<file path="src/rtl/split_buffered.sv">
// One-to-two stream splitter: each token is steered by its select bit into the
// A or B output FIFO, so a stalled consumer only blocks traffic headed its way.
module split_buffered_fifo #(
    parameter int WIDTH = 33,
    parameter int DEPTH = 2
) (
    input  logic             clk,
    input  logic             rst,
    input  logic             push,
    input  logic [WIDTH-1:0] data_in,
    output logic             full,
    output logic             valid,
    input  logic             ready,
    output logic [WIDTH-1:0] data_out
);
    localparam int AW = $clog2(DEPTH);
    localparam int PW = AW + 1;

    logic [PW-1:0]    wr_ptr, rd_ptr, wr_next, rd_next;
    logic [WIDTH-1:0] mem [DEPTH];
    logic [WIDTH-1:0] head;
    logic             pop;

    assign full     = (wr_ptr[AW-1:0] == rd_ptr[AW-1:0]) && (wr_ptr[AW] != rd_ptr[AW]);
    assign valid    = (wr_ptr != rd_ptr);
    assign pop      = valid && ready;
    assign wr_next  = wr_ptr + {{AW{1'b0}}, push};
    assign rd_next  = rd_ptr + {{AW{1'b0}}, pop};
    assign data_out = head;

    always_ff @(posedge clk) begin
        if (push) begin
            mem[wr_ptr[AW-1:0]] <= data_in;
        end
    end

    // The head is registered so the output holds its last token once the FIFO
    // drains; a token written into the slot becoming head is forwarded directly.
    always_ff @(posedge clk or posedge rst) begin
        if (rst) begin
            wr_ptr <= '0;
            rd_ptr <= '0;
            head   <= '0;
        end else begin
            wr_ptr <= wr_next;
            rd_ptr <= rd_next;
            if (wr_next != rd_next) begin
                if (push && (wr_ptr[AW-1:0] == rd_next[AW-1:0])) begin
                    head <= data_in;
                end else begin
                    head <= mem[rd_next[AW-1:0]];
                end
            end
        end
    end
endmodule

module split_buffered #(
    parameter int WIDTH = 33,
    parameter int DEPTH = 2,
    parameter int CNT_W = 16
) (
    input  logic             clk,
    input  logic             rst,
    input  logic             in_valid,
    input  logic             in_sel,
    input  logic [WIDTH-1:0] in_data,
    output logic             in_ready,
    output logic             a_valid,
    input  logic             a_ready,
    output logic [WIDTH-1:0] a_data,
    output logic             b_valid,
    input  logic             b_ready,
    output logic [WIDTH-1:0] b_data,
    output logic [CNT_W-1:0] a_count,
    output logic [CNT_W-1:0] b_count
);
    logic a_full, b_full;
    logic push_a, push_b;

    // in_valid gates only the pushes, never in_ready.
    assign in_ready = in_sel ? !b_full : !a_full;
    assign push_a   = in_valid && !in_sel && !a_full;
    assign push_b   = in_valid &&  in_sel && !b_full;

    split_buffered_fifo #(.WIDTH(WIDTH), .DEPTH(DEPTH)) u_fifo_a (
        .clk      (clk),
        .rst      (rst),
        .push     (push_a),
        .data_in  (in_data),
        .full     (a_full),
        .valid    (a_valid),
        .ready    (a_ready),
        .data_out (a_data)
    );

    split_buffered_fifo #(.WIDTH(WIDTH), .DEPTH(DEPTH)) u_fifo_b (
        .clk      (clk),
        .rst      (rst),
        .push     (push_b),
        .data_in  (in_data),
        .full     (b_full),
        .valid    (b_valid),
        .ready    (b_ready),
        .data_out (b_data)
    );

    always_ff @(posedge clk or posedge rst) begin
        if (rst) begin
            a_count <= '0;
            b_count <= '0;
        end else begin
            if (push_a) a_count <= a_count + 1'b1;
            if (push_b) b_count <= b_count + 1'b1;
        end
    end
endmodule

</file>
<file path="config.mk">
export PLATFORM = sky130hd
export DESIGN_NAME = split_buffered
export DESIGN_NICKNAME = d
export VERILOG_FILES = /design/src/rtl/split_buffered.sv
export SDC_FILE = /design/constraint.sdc
export NUM_CORES = 1
export LEC_CHECK = 0
export BUFFER_PORTS_ARGS = -buffer_cell sky130_fd_sc_hd__buf_4
export CAP_MARGIN = 20
export CORE_MARGIN = 5
export CORE_UTILIZATION = 52
export DETAILED_ROUTE_END_ITERATION = 6
export GPL_ROUTABILITY_DRIVEN = 0
export GPL_TIMING_DRIVEN = 0
export PLACE_DENSITY = 0.75
export SKIP_LAST_GASP = 1
export SLEW_MARGIN = 20
export SYNTH_ARGS = -nofsm -noshare
export SYNTH_HDL_FRONTEND = slang
export SYNTH_HIERARCHICAL = 1
export SYNTH_SLANG_ARGS = --single-unit
</file>
<file path="constraint.sdc">
create_clock -name clk -period 3.57 [get_ports clk]
set_clock_uncertainty 0.15 [all_clocks]
set_input_delay 0.714 -clock clk [delete_from_list [all_inputs] [get_ports clk]]
set_output_delay 0.714 -clock clk [all_outputs]
set_load 0.01 [all_outputs]
</file>
==> reports/qor.txt <==
status - completed
final instance area - 12800 µm²
Post-synth EDFFs - 132
first-pass GRT wire length - 32.2 mm
dpl cell area - 12000 µm²
Root Buffer Master - clkbuf_16
Clk pwr share - 0.180
number of global-route vias before repair - 5958
share of cells above drive strength 1 - 0.532
CTS tree - done
Synth area leader - edfxtp_1
asr flop ratio synth - 0.445
DR iter-0 viols - 168
postcts setup bufs - 0
Yosys warning total - 6
endpoints failing hold - 0
Psw - 4.50 mW
H-tree lvl count - 1
PortBufs - 139
clock tree buffer depth - 3
slew margin rel. - 0.615
initial antenna violation count - 0
Leak Pwr - 5.50 nW
RSZ-0062 raised after global routing - no
Total Routed Length - 20.5 mm
Routed WL per cell - 19.7 µm
Critical Path Fanout Max - 14
Top FF cell, synth - edfxtp_1
share of total power in combinational logic - 0.531
final-report setup violation count - 0
DRT antenna net count - 0
critical path class - reg2reg
largest net degree at the start of global routing - 25
post-synthesis cell count - 585
initial core utilization - 0.532
Setup TNS - 0 ns
Req. time, crit path - 3.82 ns
CP Data Arrival Time - 3.43 ns
die height - 152 µm
final setup margin - 0.393 ns
Post-Syn Area - 10500 µm²
Switching Share - 0.310
Die Width - 152 µm
Finished Layout Cells - 1042
CP Launch Type - register
Core Util, Final - 0.653
Final Cycle Share - 0.890
Max IR drop VDD - 0.668 mV
CTS Hold Bufs - 0
area of the multi-input gates - 3540 µm²
Reg clk slew, reported paths - 0.07 ns
library cells used by synthesis - 33
HPWL after DPL - 14.3 mm
top post-synthesis cells by area - edfxtp_1 (38%), dfrtp_1 (25%), mux2_4 (14%)
total core area - 19700 µm²
latest clock arrival within the worst-skew pair - 0.52 ns
Yosys top cell area share - 0.379
Achievable Freq - 315 MHz
row count - 51
class of the worst hold path - in2async
Die ar. - 23000 µm²
syn_area_per_cell - 17.9 µm²
vias per inst - 5.20
global route total overflow - 0
Area Overhead vs Synth - 22.7%
number of max-cap violations - 0
synthesized flop and latch total - 238
P_int - 10.0 mW
diode count - 0
Final nets - 807
CTS resizes - 0
post-route minimum period - 3.18 ns
most common cell in the netlist - edfxtp_1
sequential-to-total area share from yosys stat - 0.633
I/O Pins - 140
GR Util All Layers - 0.180
vias - 5420
Initial DRT Pass Iterations - 4
max-slew violations - 0
measured slew at the worst slew-check pin - 0.576 ns
Sequential Power Share - 0.289
pre-CTS setup slack - 0.396 ns
cts bufs inserted - 25
Setup crit end kind - register
most frequent cells after synthesis - edfxtp_1 (132), dfrtp_1 (106), mux2_4 (100)
DRC Markers - 0
placed cell count - 996
sequential cell area - 6620 µm²
syn_nets - 634
CTS Sinks - 238
Fill cells - 1407
Power Density - 1130 nW/µm²
final timing paths:
path	slack [ns]	depth (start not counted)	end	start
worst max-delay path	0.39	10	u_fifo_a/data_out[16]	u_fifo_a/rd_ptr[1]
worst min-delay path	0.06	2	u_fifo_a/data_out[4]	rst
worst max register to register	0.39	10	u_fifo_a/data_out[16]	u_fifo_a/rd_ptr[1]
worst min register to register	0.32	1	a_count[15]	a_count[15]
max in group asynchronous	2.60	3	b_count[6]	rst
min in group clk	0.26	1	u_fifo_a/mem[1][10]	in_data[10]
cell type report:
cell class,instances,area share
plain buffers,25,0.0204
clock buffers,34,0.0545
clock inverters,12,0.0111
inverters,11,0.00322
multi-input cells,311,0.276
flip-flops and latches,238,0.516
well taps,265,0.0258
repair buffers,146,0.0930
cell usage in the layout, fill, tap and decap left out, types with 7 or more instances in the layout:
cell	synthesis	layout
buf_6	18	18
mux2_1	16	16
mux2_4	100	100
nand4_1	7	7
inv_1	11	9
edfxtp_1	132	132
xnor2_1	33	33
clkbuf_16	0	25
dfrtp_1	106	106
buf_4	3	142
nand2_1	10	10
xor2_1	13	13
mux2_2	84	84
per-layer routing:
layer | part of all wire | track usage | vias up
met5 | 0 | 0 | -
met4 | 0.015 | 0.0449 | 0
met3 | 0.051 | 0.0327 | 29
met2 | 0.51 | 0.313 | 112
met1 | 0.43 | 0.235 | 2787
li1 | - | - | 2492
state kept, by name (all words and copies together) (netlist names):
register / flops
u_fifo_a/rd_ptr: 2
u_fifo_b/data_out: 33
u_fifo_b/rd_ptr: 2
u_fifo_a/data_out: 33
u_fifo_b/mem: 66
u_fifo_a/wr_ptr: 2
b_count: 16
a_count: 16
u_fifo_b/wr_ptr: 2
u_fifo_a/mem: 66
power by group through the flow:
stage / clock network (mW) / logic, mW / registers, mW
after detailed placement: 0 / 7.80 / 4.26
after global routing: 2.81 / 8.19 / 4.29
after floorplan: 0 / 5.68 / 4.37
after global placement: 0 / 7.52 / 4.23
after CTS: 2.70 / 7.84 / 4.21
final: 2.62 / 7.72 / 4.20
per-stage QoR:
stage	hold WS, ns	power, mW
2_1_floorplan	0.312	10.1
4_1_cts	0.0517	14.7
6_report	0.0612	14.5
3_5_place_dp	0.326	12.1
5_1_grt	0.0754	15.3
3_3_place_gp	0.309	11.7
worst max-delay path: stages, from the launching register on:
cell      delay (ns)
dfrtp_1         0.40
xnor2_1         0.31
nor2b_1         0.14
nor3b_2         0.20
buf_4           0.24
ha_2            0.51
xnor2_1         0.16
xnor2_1         0.22
nand2_2         0.17
clkbuf_8        0.23
mux2_4          0.31
cells by family after synthesis:
| kind of cell | synth area share |
|---|---|
| flip-flops | 0.633 |
| AND/OR/NAND/NOR | 0.0353 |
| XOR/XNOR | 0.0385 |
| buffers and inverters | 0.0290 |
| adder cells (fa/ha/maj) | 0.0120 |
| multiplexers | 0.252 |
Power figures use the tool's default switching activity.
